===== src/rtl/divider_pkg.sv =====
// divider_pkg: shared state encoding and sizing helper for divider_seq
package divider_pkg;
  typedef logic [2:0] state_t;
  localparam state_t S_INIT = 3'b001;
  localparam state_t S_COMP = 3'b010;
  localparam state_t S_DONE = 3'b100;
  function automatic int ITER_W(input int width);
    return $clog2(width + 1);
  endfunction
endpackage


===== src/rtl/divider_step.sv =====
// divider_step: one restoring-division iteration
//   r_i/q_i/y_i : partial remainder (WIDTH+1), dividend/quotient shift reg, divisor
//   r_o/q_o     : next partial remainder and next shift register
module divider_step #(
  parameter int WIDTH = 8
) (
  input  logic [WIDTH:0]   r_i,
  input  logic [WIDTH-1:0] q_i,
  input  logic [WIDTH-1:0] y_i,
  output logic [WIDTH:0]   r_o,
  output logic [WIDTH-1:0] q_o
);
  logic [WIDTH:0] t;
  logic           ge;
  assign t = {r_i[WIDTH-1:0], q_i[WIDTH-1]};
  // r_i[WIDTH] is always 0 in a restoring divider; folding it in keeps the shifted-out bit meaningful
  assign ge = r_i[WIDTH] | (t >= {1'b0, y_i});
  assign r_o = ge ? t - {1'b0, y_i} : t;
  assign q_o = {q_i[WIDTH-2:0], ge};
endmodule


===== src/rtl/divider_seq.sv =====
// divider_seq: sequential radix-2 restoring divider with Start/Done/Ack handshake and SCEN step enable
//   Clk, Reset (async, active-high), Start, Ack, SCEN, Xin/Yin (dividend/divisor)
//   Quotient/Remainder/DivZero registered results; Done and Qi/Qc/Qd decode the one-hot state
//   DIVIDER_SIGNED_EN: two's-complement operands, truncation toward zero
module divider_seq
  import divider_pkg::*;
#(
  parameter int WIDTH = 8
) (
  input  logic             Clk,
  input  logic             Reset,
  input  logic             Start,
  input  logic             Ack,
  input  logic             SCEN,
  input  logic [WIDTH-1:0] Xin,
  input  logic [WIDTH-1:0] Yin,
  output logic [WIDTH-1:0] Quotient,
  output logic [WIDTH-1:0] Remainder,
  output logic             Done,
  output logic             DivZero,
  output logic             Qi,
  output logic             Qc,
  output logic             Qd
);
  localparam int IW = ITER_W(WIDTH);
  state_t           state_q, state_d;
  logic [WIDTH:0]   r_q, r_d, rn;
  logic [WIDTH-1:0] q_q, q_d, qn, y_q, y_d, quo_q, quo_d, rem_q, rem_d, xa, ya, quo_n, rem_n;
  logic [IW-1:0]    cnt_q, cnt_d;
  logic             dz_q, dz_d;
  divider_step #(.WIDTH(WIDTH)) u_step (.r_i(r_q), .q_i(q_q), .y_i(y_q), .r_o(rn), .q_o(qn));
`ifdef DIVIDER_SIGNED_EN
  logic sx_q, sq_q;
  assign xa    = Xin[WIDTH-1] ? -Xin : Xin;
  assign ya    = Yin[WIDTH-1] ? -Yin : Yin;
  assign quo_n = sq_q ? -qn : qn;
  assign rem_n = sx_q ? -rn[WIDTH-1:0] : rn[WIDTH-1:0];
  always_ff @(posedge Clk or posedge Reset)
    if (Reset) {sx_q, sq_q} <= 2'b00;
    else if (state_q[0] && Start) {sx_q, sq_q} <= {Xin[WIDTH-1], Xin[WIDTH-1] ^ Yin[WIDTH-1]};
`else
  assign xa    = Xin;
  assign ya    = Yin;
  assign quo_n = qn;
  assign rem_n = rn[WIDTH-1:0];
`endif
  always_comb begin
    state_d = state_q;
    r_d     = r_q;
    q_d     = q_q;
    y_d     = y_q;
    cnt_d   = cnt_q;
    quo_d   = quo_q;
    rem_d   = rem_q;
    dz_d    = dz_q;
    if (state_q[0] && Start) begin
      q_d     = xa;
      y_d     = ya;
      r_d     = '0;
      cnt_d   = '0;
      dz_d    = Yin == '0;
      state_d = dz_d ? S_DONE : S_COMP;
      quo_d   = dz_d ? '1 : quo_q;
      rem_d   = dz_d ? Xin : rem_q;
    end else if (state_q[1] && SCEN) begin
      r_d   = rn;
      q_d   = qn;
      cnt_d = cnt_q + 1'b1;
      if (cnt_q == IW'(WIDTH - 1)) begin
        state_d = S_DONE;
        quo_d   = quo_n;
        rem_d   = rem_n;
      end
    end else if (state_q[2] && Ack) begin
      state_d = S_INIT;
    end
  end
  always_ff @(posedge Clk or posedge Reset)
    if (Reset) begin
      state_q <= S_INIT;
      r_q     <= '0;
      q_q     <= '0;
      y_q     <= '0;
      cnt_q   <= '0;
      quo_q   <= '0;
      rem_q   <= '0;
      dz_q    <= 1'b0;
    end else begin
      state_q <= state_d;
      r_q     <= r_d;
      q_q     <= q_d;
      y_q     <= y_d;
      cnt_q   <= cnt_d;
      quo_q   <= quo_d;
      rem_q   <= rem_d;
      dz_q    <= dz_d;
    end
  assign {Qd, Qc, Qi} = state_q;
  assign Done         = state_q[2];
  assign Quotient     = quo_q;
  assign Remainder    = rem_q;
  assign DivZero      = dz_q;
endmodule


===== config.mk =====
export PLATFORM = sky130hd
export DESIGN_NAME = divider_seq
export DESIGN_NICKNAME = d
export VERILOG_FILES = /design/src/rtl/divider_pkg.sv /design/src/rtl/divider_step.sv /design/src/rtl/divider_seq.sv
export SDC_FILE = /design/constraint.sdc
export NUM_CORES = 1
export LEC_CHECK = 0
export BUFFER_PORTS_ARGS = -buffer_cell sky130_fd_sc_hd__buf_4
export CORE_MARGIN = 5
export CORE_UTILIZATION = 40
export DETAILED_ROUTE_END_ITERATION = 6
export PLACE_DENSITY = 0.71
export SYNTH_ARGS = -nofsm -noshare
export SYNTH_HDL_FRONTEND = slang
export SYNTH_SLANG_ARGS = --single-unit

===== constraint.sdc =====
create_clock -name Clk -period 3.6 [get_ports Clk]
set_input_delay 0.18 -clock Clk [delete_from_list [all_inputs] [get_ports Clk]]
set_output_delay 0.18 -clock Clk [all_outputs]
set_load 0.005 [all_outputs]

==> summary.md <==
| Metric | Value |
|---|---|
| Run status | completed |
| Clock skew | 0.0149 ns |
| Vias | 2,032 |
| Largest net degree at the start of global routing | 50 |
| Seq/Total Area, Yosys | between 40% and 50% |
| Post-synthesis cell count | approximately 270 |
| Measured slew at the worst slew-check pin | 0.988 ns |
| Worst r2r src | r_q[5] |
| Number of flops mapped to enable cells by yosys | 0 |
| Vias per cell | 5.21 |
| Slew headroom | 34.1% |
| Pwr Total | 0.000903 W |
| Hold-fix buffers at CTS | 0 |
| Placed cell area | 0.00288 sq mm |
| Ratio of cells with drive above 1 in the final layout | 20.1% |
| Starting density of the core | 40.5% |
| Commonest non-fill, non-tap cell in the layout | nand2_1 |
| Flops & latches, synth | 49 |
| First-pass GRT wire length | between 9 and 10 mm |
| Final Setup Violations | 0 |
| Total wire length | 5.60 mm |
| Top-area cell type share of the netlist area | about 48% |
| R2R setup slack | 1.15 ns |
| Worst path depth | 7 |
| Vias in the first global route | 1,967 |
| Layout area overhead | 17.5% |
| Post-cts sizing count | 0 |
| Minimum clock period | 2.45 ns |
| Slew Limit Fails | 0 |
| Routability Congestion | approximately 0.83 |
| Hold Crit Class | in2reg |
| Worst-path cell chain | ha_1, a21oi_1, inv_1, o31ai_1, nor2b_4, mux2_2, o21ai_0 |
| Power per cell area | 304 mW/mm^2 |
| Yosys cell types | 38 |
| GRT Overall Usage | 15.4% |
| Area leader, netlist | dfrtp_1 |
| DR DRC count | 0 |
| Number of antenna diodes | 0 |
| Largest delay share family, worst path | compound AO/OA/AOI/OAI gates |
| Synth Net Count | 304 |
| Critical path's largest stage delay | 0.40 ns |
| Worst EP required | ~3.8 ns |
| Clk sinks | about 50 |
| Post-synth top flop | dfrtp_1 |
| Synth warn | 0 |
| Latest clock arrival within the worst-skew pair | 0.30 ns |
| Worst-path clk slew | roughly 0.090 ns |
| H-tree depth | 2 |
| DRT iter0 DRCs | 89 |
| Worst hold start | Yin[4] |
| Num rows | 29 |
| CP Capture Type | flip-flop |
| CP max-delay cell | dfrtp_1 |
| Initial antenna violation count | 0 |
| Final-stage net count | 343 |
| Synthesized area | approximately 0.0025 sq mm |
| PortBufs | 41 |
| Highest clock rate | 408 MHz |
| Largest fanout on the critical path | 10 |
| 1st-pass router iterations | 4 |
| Fin. Hold Viols | 0 |
| RSZ-0062 raised after global routing | false |
| Setup repair bufs after CTS | 0 |
| Synth async-reset ratio | 100% |
| Wirelength per Cell | 14.4 um |
| HPWL reported at the end of detailed placement | 4.25 mm |
| Core Util, Final | a little under half |
| P_leak | 1.52 nW |
| Crit Path Class | reg2reg |
| Critical Path Start | r_q[5] |
| Most frequent cells in the layout | 57 x nand2_1, 48 x dfrtp_1, 44 x buf_4 |
| DIE AREA | 0.00800 sq mm |
| Setup TNS | 0 ns |
| Io pins | 42 |
| Top cells by area, synth | dfrtp_1 48%, nand2_1 8.5%, o21ai_0 5.4% |
| Core ar. | 0.00624 sq mm |
| Chip width | about 89 um |
| Crit path DAT | 2.67 ns |
| CP startpoint kind | flip-flop |
| ANT nets after route | 0 |
| Max-cap viol count | 0 |
| Clock Tree Buf Depth | 2 |
| Reg2Reg Depth | 7 |
| TritonCTS buffer count | 5 |
| Overflow after GRT | 0 |
| Peak supply drop | 0.151 mV |
| Die height | approximately 90 um |
| Syn avg cell area | roughly 9 sq um |
| Hold path depth | 3 |
| Final Instance Area | 0.00297 sq mm |
| Fin crit share | 68.0% |
| Buf/Inv on CP | 1 |
| TritonCTS clock tree | built |
| Clock Tree Root | clkbuf_8 |
## worst reg2reg max path, cell delays in order, from the launching register on
cell and delay, ns:
dfrtp_1 0.40, ha_1 0.39, a21oi_1 0.27, inv_1 0.07, o31ai_1 0.33, nor2b_4 0.39, mux2_2 0.38, o21ai_0 0.15
## metrics by stage
step	hold WS, ns	std cells	setup WS [ns]
2_1_floorplan	0.285	273	1.47
3_3_place_gp	0.395	382	1.29
3_5_place_dp	0.394	382	1.21
4_1_cts	0.0855	390	1.14
5_1_grt	0.0820	390	0.936
6_report	0.0913	390	1.15
## cell families after synthesis
kind of cell / Yosys count / synth area share, %
AND/OR/NAND/NOR: 96 / 17.5
AO/OA/AOI/OAI: 76 / 18.1
flip-flops: 49 / 48.6
buffers and inverters: 28 / 5.20
adder cells (fa/ha/maj): 10 / 5.25
XOR/XNOR: 7 / 2.43
multiplexers: 7 / 2.87
## path summary, 6_finish.rpt
| path | to |
|---|---|
| max in group asynchronous | y_q[3] |
| worst min register to register | Quotient[5] |
| worst max-delay path | r_q[0] |
| worst max register to register | r_q[0] |
| worst min-delay path | y_q[4] |
| min in group asynchronous | Quotient[7] |
## synthesized netlist by cell type (all sizes together), types with 2 or more instances
cell and instances:
a21o 2, a21oi 20, a31oi 10, a32oi 2, and2 2, buf 5
clkbuf 7, dfrtp 48, ha 9, inv 16, mux2 2, mux2i 5
nand2 59, nand2b 3, nand4 3, nor2 20, nor3 3, o2111ai 3
o21ai 28, o22ai 6, o2bb2ai 2, or4 2, xnor2 4, xor2 3
## registers in the layout (all words and copies together) (netlist names)
| name | flops |
|---|---|
| Quotient | 8 |
| q_q | 8 |
| r_q | 9 |
| state_q | 3 |
| cnt_q | 4 |
| DivZero | 1 |
| Remainder | 8 |
| y_q | 8 |
## routing by layer
metal	GRT usage, %	share of wire (%)	vias to the layer above
li1	-	-	1025
met1	20.8	47	948
met2	24.3	46	53
met3	4.24	6.7	6
met4	4.33	1.0	0
met5	0	0	-
## area by class of cell
cell class / count / area [sq um]
Clock buffer: 6 / 72.6
Clock inverter: 2 / 15.0
Fill cell: 628 / 3270
Inverter: 16 / 60.1
Multi-Input combinational cell: 196 / 1170
Sequential cell: 49 / 1230
Tap cell: 77 / 96.3
Timing Repair Buffer: 44 / 330
## report_power, final
part	leakage [nW]	internal [W]	total, W	switching [W]
logic	0.835	0.0000143	0.0000308	0.0000165
clock network	0.0374	0.000137	0.000323	0.000185
registers	0.645	0.000550	0.000550	0
total	1.52	0.000701	0.000903	0.000202
Power figures use the tool's default switching activity.
